--- config.mk ---
export PLATFORM = sky130hd
export DESIGN_NAME = ifc_z_accum
export DESIGN_NICKNAME = d
export VERILOG_FILES = /design/src/rtl/ifc_z_accum.sv
export SDC_FILE = /design/constraint.sdc
export NUM_CORES = 1
export LEC_CHECK = 0
export ABC_AREA = 1
export BUFFER_PORTS_ARGS = -buffer_cell sky130_fd_sc_hd__buf_2
export CORE_MARGIN = 10
export CORE_UTILIZATION = 60
export DETAILED_ROUTE_END_ITERATION = 10
export PLACE_DENSITY = 0.84
export SLEW_MARGIN = 20
export SYNTH_ARGS = -nofsm -noshare
export SYNTH_HDL_FRONTEND = slang
export SYNTH_SLANG_ARGS = --single-unit
export TNS_END_PERCENT = 20
--- constraint.sdc ---
create_clock -name CLK -period 5.6 [get_ports CLK]
set_input_delay 0.56 -clock CLK [delete_from_list [all_inputs] [get_ports CLK]]
set_output_delay 0.56 -clock CLK [all_outputs]
set_load 0.005 [all_outputs]
--- src/rtl/ifc_z_accum.sv ---
// ifc_z_accum: sums windows of NSAMP unsigned interface Z samples and hands
// each window total downstream with a valid/ready handshake.
// A window closes when NSAMP samples have been taken, or earlier on FLUSH.
// The block refuses new samples while a finished sum waits for SUM_READY.
// Optional feature macro: IFC_ACCUM_SAT_EN
//   defined   -> the accumulator saturates at 2^WOUT-1 and OVF reports it
//   undefined -> the accumulator wraps modulo 2^WOUT and OVF is tied to 0
//
// state     | meaning
// ST_ACCUM  | taking samples into the open window (Z_READY=1)
// ST_HOLD   | window total on SUM, waiting for SUM_READY (Z_READY=0)

module ifc_z_accum #(
  parameter int NX    = 16,
  parameter int NSAMP = 4,
  parameter int WOUT  = 24
) (
  input  logic                       CLK,
  input  logic                       RST,
  input  logic [NX-1:0]              IFC_Z,
  input  logic                       Z_VALID,
  output logic                       Z_READY,
  input  logic                       FLUSH,
  output logic [WOUT-1:0]            SUM,
  output logic                       SUM_VALID,
  input  logic                       SUM_READY,
  output logic [$clog2(NSAMP+1)-1:0] COUNT,
  output logic                       OVF
);

  localparam int CW = $clog2(NSAMP+1);

  typedef enum logic {ST_ACCUM = 1'b0, ST_HOLD = 1'b1} state_t;

  state_t          r_state;
  state_t          w_state_next;
  logic [WOUT-1:0] r_acc;
  logic [CW-1:0]   r_count;
  logic [WOUT-1:0] r_sum;
  logic            r_sum_valid;

  logic            w_accept;
  logic            w_close;
  logic [WOUT-1:0] w_z_ext;
  logic [WOUT-1:0] w_acc_add;
  logic [WOUT-1:0] w_acc_next;
  logic [CW-1:0]   w_count_inc;

  assign w_accept    = Z_VALID && (r_state == ST_ACCUM);
  assign w_z_ext     = WOUT'(IFC_Z);
  assign w_acc_next  = w_accept ? w_acc_add : r_acc;
  assign w_count_inc = r_count + CW'(1);

  // A sample taken together with FLUSH still belongs to the closing window,
  // so an empty window is only skipped when nothing arrives with the FLUSH.
  assign w_close = (r_state == ST_ACCUM) &&
                   ((w_accept && (w_count_inc == CW'(NSAMP))) ||
                    (FLUSH && (w_accept || (r_count != '0))));

`ifdef IFC_ACCUM_SAT_EN
  logic            r_ovf;
  logic            r_ovf_sticky;
  logic [WOUT:0]   w_sum_full;
  logic            w_carry;
  logic            w_ovf_next;

  assign w_sum_full = {1'b0, r_acc} + {1'b0, w_z_ext};
  assign w_carry    = w_sum_full[WOUT];
  assign w_acc_add  = w_carry ? '1 : w_sum_full[WOUT-1:0];
  assign w_ovf_next = r_ovf_sticky | (w_accept & w_carry);
  assign OVF        = r_ovf;

  // Overflow flags: sticky per open window, latched into OVF at close.
  always_ff @(posedge CLK) begin
    if (RST) begin
      r_ovf        <= 1'b0;
      r_ovf_sticky <= 1'b0;
    end else if (w_close) begin
      r_ovf        <= w_ovf_next;
      r_ovf_sticky <= 1'b0;
    end else if (r_state == ST_HOLD) begin
      if (SUM_READY) r_ovf <= 1'b0;
    end else begin
      r_ovf_sticky <= w_ovf_next;
    end
  end
`else
  assign w_acc_add = r_acc + w_z_ext;
  assign OVF       = 1'b0;
`endif

  // State register.
  always_ff @(posedge CLK) begin
    if (RST) r_state <= ST_ACCUM;
    else     r_state <= w_state_next;
  end

  // Next-state and Z_READY decode.
  always_comb begin
    w_state_next = r_state;
    Z_READY      = 1'b0;
    case (r_state)
      ST_ACCUM: begin
        Z_READY = 1'b1;
        if (w_close) w_state_next = ST_HOLD;
      end
      ST_HOLD: begin
        if (SUM_READY) w_state_next = ST_ACCUM;
      end
      default: w_state_next = ST_ACCUM;
    endcase
  end

  // Accumulator, sample count and the held window result.
  always_ff @(posedge CLK) begin
    if (RST) begin
      r_acc       <= '0;
      r_count     <= '0;
      r_sum       <= '0;
      r_sum_valid <= 1'b0;
    end else if (w_close) begin
      r_acc       <= '0;
      r_count     <= '0;
      r_sum       <= w_acc_next;
      r_sum_valid <= 1'b1;
    end else if (r_state == ST_HOLD) begin
      if (SUM_READY) r_sum_valid <= 1'b0;
    end else begin
      r_acc <= w_acc_next;
      if (w_accept) r_count <= w_count_inc;
    end
  end

  assign SUM       = r_sum;
  assign SUM_VALID = r_sum_valid;
  assign COUNT     = r_count;

endmodule

==> results of run 1 <==
[cell usage after synthesis (3+ instances only)]
cell type / instances / area share, %
or2_2: 8 / 1.6
o21ai_0: 17 / 2.7
nor2_1: 47 / 5.5
buf_2: 4 / 0.63
mux2i_1: 3 / 0.94
inv_2: 3 / 0.35
ha_1: 19 / 7.5
clkbuf_1: 4 / 0.47
inv_1: 62 / 7.3
nand3b_1: 5 / 1.2
nand2_1: 185 / 22
xnor2_1: 5 / 1.4
nor3_1: 6 / 0.94
dfxtp_1: 53 / 33
nand3_1: 37 / 5.8
nor2_4: 3 / 1.1
a21oi_1: 26 / 4.1
[power groups by stage]
stage	Combinational [mW]	Sequential [mW]	Clock (mW)
finish	0.249	0.419	0.207
floorplan	0.180	0.425	0
detailed placement	0.246	0.427	0
global placement	0.242	0.427	0
global route	0.286	0.422	0.221
CTS	0.248	0.419	0.210
[kinds of logic (layout without fill, tap and decap cells)]
group | Yosys count | after routing | synth area share, %
XOR/XNOR | 6 | 6 | 1.65
other | 1 | 1 | 0.118
AO/OA/AOI/OAI | 46 | 46 | 7.73
buffers and inverters | 75 | 121 | 9.34
flip-flops | 53 | 53 | 33.3
AND/OR/NAND/NOR | 295 | 295 | 38.8
multiplexers | 3 | 3 | 0.942
adder cells (fa/ha/maj) | 20 | 20 | 8.09
[metal layers]
layer / part of all wire, % / track usage [%] / vias up / wire length [um]
met5: 0 / 0 / - / 0
met4: 1.2 / 5.40 / 0 / 95
met3: 7.1 / 4.12 / 8 / 563
met2: 45 / 30.5 / 79 / 3620
met1: 46 / 24.0 / 1415 / 3690
li1: - / - / 1644 / -
[metrics by stage]
step           cell area, um^2  total power [mW]  std cells
4_1_cts                   3550             0.877        615
5_1_grt                   3550             0.929        615
2_1_floorplan             3190             0.605        499
6_report                  3550             0.876        615
3_3_place_gp              3470             0.668        608
3_5_place_dp              3470             0.674        608
[critical path, cell delays in order (launching register included)]
cell     delay [ns]
dfxtp_1        0.39
nor2_4         0.62
inv_2          0.29
nor2_4         0.19
nand2_2        0.07
a21oi_4        0.33
nor2_4         0.18
inv_2          0.41
nor2_1         0.10
[how the worst min path moves through the flow]
stage | endpoint | depth (start not counted) | start | slack, ns
finish | SUM[21] | 2 | SUM[21] | 0.45
global route | SUM[11] | 2 | SUM[11] | 0.47
CTS | SUM[20] | 2 | SUM[20] | 0.45
detailed placement | SUM[17] | 2 | SUM[17] | 0.43
global placement | SUM[22] | 2 | SUM[22] | 0.43
floorplan | SUM[10] | 2 | SUM[10] | 0.45
[sequential cells by signal, summed over array words and instances (netlist names)]
register and count:
r_acc 24, r_state 1, SUM 24, SUM_VALID 1
COUNT 3
[final cells by class]
class / instances / area (um^2)
timing repair buffer: 49 / 245
multi-input combinational: 371 / 1830
fill: 482 / 1590
clock buffer: 6 / 72.6
sequential: 53 / 1060
inverter: 65 / 244
tap: 70 / 87.6
clock inverter: 1 / 8.76
==> flow_summary.toml, run 1 <==
[run_status]
outcome = "finished, final reports clean"

[logic_synthesis]
synthArstFlopShare_pct = 0
synth.distinct_cells = 29
synth-seq-area-share_pct = 33.3
synth_area_um2 = 3190
ys_ff_latch = 53
yosys_warnings = 0
syn-num-nets = 540
syn_inst = 499
synth-edff-count = 0
ys.flop_type = "dfxtp_1"
syn-mean-instance-area_um2 = 6.39

[placed_design]
dp_slack_ns = 2.60
place_congestion = 0.962
numPortBuffers = 49
hpwl_mm = 6.35

[sta]
period_needed_ns = 2.72
fin_ws_ns = 2.88
setup_violations = 0
fmax_ghz = 0.367
maxSlewHeadroom_pct = 50.2
skew_ns = 0.00509
period_share_pct = 48.6
finalMaxSlewViolations = 0
rsz0062_at_grt = "false"
worst_pin_slew_ns = 0.745
hold_violations = 0
hold_slack_ns = 0.453
setup-tns-final_ns = 0

[setup_path]
r2r_slack_ns = 2.88
reg2reg_from = "r_state"
critical_path_required_ns = 5.78
crit_fanout = 35
crit_path_start = "r_state"
crit_arrival_ns = 2.91
critPathCaptureType = "flop"
cp-start-kind = "flop"
critical_path_class = "reg2reg"
worstReg2RegEnd = "r_acc[15]"
crit_end = "r_acc[15]"
worstRegToRegCells = 8

[global_routing]
track_usage_pct = 18.7
antenna_found_initial = 0
grt_start_max_net_pins = 36
grt_overflow = 0
grt_pass1_wl_mm = 13.4
grt_pass1_vias = 3010

[detailed_routing]
ant_nets = 0
finalWirelength_mm = 7.97
wl_per_cell_um = 13.0
vias = 3146
drc = 0
drt-pass1-iter-count = 5
drt_iter0_markers = 195
vias_per_cell = 5.12

[flow_run]
drv_cap = 0

[floorplanning]
initial_core_util_pct = 62.0
chipWidth_um = 92.9
ios = 51
core_um2 = 5140
rows = 26
die_height_um = 92.9
dieArea_um2 = 8630

[power_and_ir_drop]
power.internal_mw = 0.578
p_clk_share_pct = 23.7
switching_share_pct = 34.0
worst_ir_drop_vdd_mv = 0.190
combPwrFrac_pct = 28.5
power_leakage_nw = 1.91
p_switching_mw = 0.297
power_density_nw_per_um2 = 247
power.share.sequential_pct = 47.9

[final_layout]
layout_common_cells = "nand2_1, inv_1, dfxtp_1, buf_2, nor2_1"
fin_nets = 586
area_delta_synth_final_pct = 11.3
post-route-util_pct = 69.0
drive_gt1_share_pct = 13.2
insertedDiodeCount = 0
final_common_cell = "nand2_1"

[clock_network]
cts_tree = "built"
clock-root-buffer = "clkbuf_8"
htree_levels = 2
clockBufferDepth = 2
cts_setup_buffers = 0
clk_latency_ns = 0.30
cts_buffers = 5
ctsHoldBuffers = 0
clock_sinks = 53
cts_resized = 0
clkTransAtPathRegs_ns = 0.09

[min_path]
hold_class = "reg2reg"
No activity file was read; power rests on OpenSTA's default activity.
==> inputs of run 2 (changes only) <==
--- a/config.mk
+++ b/config.mk
@@ -8,9 +8,9 @@
 export ABC_AREA = 1
 export BUFFER_PORTS_ARGS = -buffer_cell sky130_fd_sc_hd__buf_2
 export CORE_MARGIN = 10
-export CORE_UTILIZATION = 60
+export CORE_UTILIZATION = 57
 export DETAILED_ROUTE_END_ITERATION = 10
-export PLACE_DENSITY = 0.84
+export PLACE_DENSITY = 0.8
 export SLEW_MARGIN = 20
 export SYNTH_ARGS = -nofsm -noshare
 export SYNTH_HDL_FRONTEND = slang
==> constraint.sdc (replaced) <==
create_clock -name CLK -period 2.7 [get_ports CLK]
set_input_delay 0.27 -clock CLK [delete_from_list [all_inputs] [get_ports CLK]]
set_output_delay 0.27 -clock CLK [all_outputs]
set_load 0.005 [all_outputs]
==> flow_summary.toml, run 2 (synthesized netlist as in run 1, its figures left out) <==
[placed_design]
numPortBuffers = 49
dp_slack_ns = 0.502
hpwl_mm = 6.20
dp_cells = 612
place_congestion = 0.957

[detailed_routing]
drt_iter0_markers = 208
vias_per_cell = 5.04
drt-pass1-iter-count = 4
ant_nets = 0
vias = 3122
finalWirelength_mm = 7.97
drc = 0
wl_per_cell_um = 12.9

[floorplanning]
initial_core_util_pct = 58.2
dieArea_um2 = 8980
die_height_um = 94.8
ios = 51
chipWidth_um = 94.8
core_um2 = 5470
rows = 27

[clock_network]
cts_resized = 0
clock_sinks = 53
clk_latency_ns = 0.32
cts_buffers = 5
cts_setup_buffers = 0
htree_levels = 2
cts_tree = "built"
clock-root-buffer = "clkbuf_8"
clkTransAtPathRegs_ns = 0.10
ctsHoldBuffers = 0
clockBufferDepth = 2

[final_layout]
stdcell_count = 620
multi_input_area_um2 = 1830
ff_latch_area_um2 = 1060
insertedDiodeCount = 0
drive_gt1_share_pct = 13.9
area_delta_synth_final_pct = 12.1
fin_nets = 588
layout_common_cells = "nand2_1, inv_1, dfxtp_1, buf_2, nor2_1"
post-route-util_pct = 65.3
final_common_cell = "nand2_1"
nFillCells = 519

[setup_path]
critPathCaptureType = "flop"
cp-start-kind = "flop"
worstReg2RegEnd = "SUM[16]"
critical_path_required_ns = 2.92
critical_path_class = "reg2reg"
worstRegToRegCells = 15
r2r_slack_ns = 0.51
crit_fanout = 4
crit_arrival_ns = 2.41
reg2reg_from = "r_acc[0]"

[global_routing]
grt_pass1_wl_mm = 13.6
grt_overflow = 0
grt_pass1_vias = 3069
antenna_found_initial = 0
track_usage_pct = 18.5
grt_start_max_net_pins = 35

[sta]
period_share_pct = 81.1
skew_ns = 0.00747
setup_violations = 0
worst_pin_slew_ns = 0.543
rsz0062_at_grt = "false"
finalMaxSlewViolations = 0
setup-tns-final_ns = 0
period_needed_ns = 2.19
maxSlewHeadroom_pct = 63.8
hold_slack_ns = 0.206
fmax_ghz = 0.457
fin_ws_ns = 0.510
hold_violations = 0

[power_and_ir_drop]
power_density_nw_per_um2 = 518
power_leakage_nw = 1.93
worst_ir_drop_vdd_mv = 0.453

[flow_run]
drv_cap = 0

[min_path]
holdPathStages = 2
hold_class = "in2reg"
whs_endpoint = "SUM_VALID"
hp-start = "RST"

[run_status]
outcome = "finished, final reports clean"
-- run 2: changes by cell type in the layout (fill, tap and decap cells not counted) --
cell / previous run / this run
inv_6: 0 / 1
clkinvlp_4: 0 / 1
clkinv_4: 1 / 0
clkbuf_1: 1 / 0
clkinv_2: 0 / 1
buf_4: 0 / 2
-- run 2: metrics by stage --
| stage | total power, mW | cell area [um^2] |
|---|---|---|
| floorplan | 1.26 | 3190 |
| global placement | 1.39 | 3480 |
| detailed placement | 1.40 | 3480 |
| CTS | 1.86 | 3570 |
| global route | 1.98 | 3570 |
| finish | 1.85 | 3570 |
-- run 2: metal layers --
| layer | track usage [%] | wire [um] | vias up |
|---|---|---|---|
| met2 | 30.4 | 3640 | 74 |
| met1 | 23.4 | 3620 | 1380 |
| met5 | 0 | 0 | - |
| met4 | 5.36 | 109 | 0 |
| met3 | 4.76 | 603 | 13 |
| li1 | - | - | 1655 |
-- run 2: worst max-delay path by stage --
stage | start | to | slack (ns) | depth (start not counted)
2_1_floorplan | r_acc[0] | SUM[16] | 0.88 | 15
3_3_place_gp | IFC_Z[0] | SUM[16] | 0.53 | 16
3_5_place_dp | IFC_Z[0] | SUM[16] | 0.50 | 16
4_1_cts | r_acc[0] | SUM[16] | 0.50 | 15
5_1_grt | r_acc[0] | SUM[16] | 0.26 | 15
6_report | r_acc[0] | SUM[16] | 0.51 | 15
-- run 2: cell type report --
type / count / area share [%]
Multi-Input combinational cell: 371 / 51.2
Sequential cell: 53 / 29.7
Timing Repair Buffer: 51 / 7.28
Inverter: 65 / 6.83
Tap cell: 72 / 2.52
Clock buffer: 5 / 1.93
Clock inverter: 3 / 0.595
-- run 2: critical path, stage by stage, from the launching register on --
cell and delay [ns]:
dfxtp_1 0.35, ha_1 0.24, inv_1 0.08, fa_1 0.38, inv_1 0.15, nand3_1 0.08
nand3_1 0.16, nand2_1 0.07, nand2_1 0.09, nand2_1 0.07, nand2_1 0.13, nand2_1 0.06
nand2_1 0.08, nand2_1 0.05, nand2_1 0.05, nand2_1 0.05
-- run 2: power by group --
group	internal (mW)	switching, mW
combinational	0.188	0.330
sequential	0.835	0.0322
clock	0.185	0.282
total	1.21	0.644
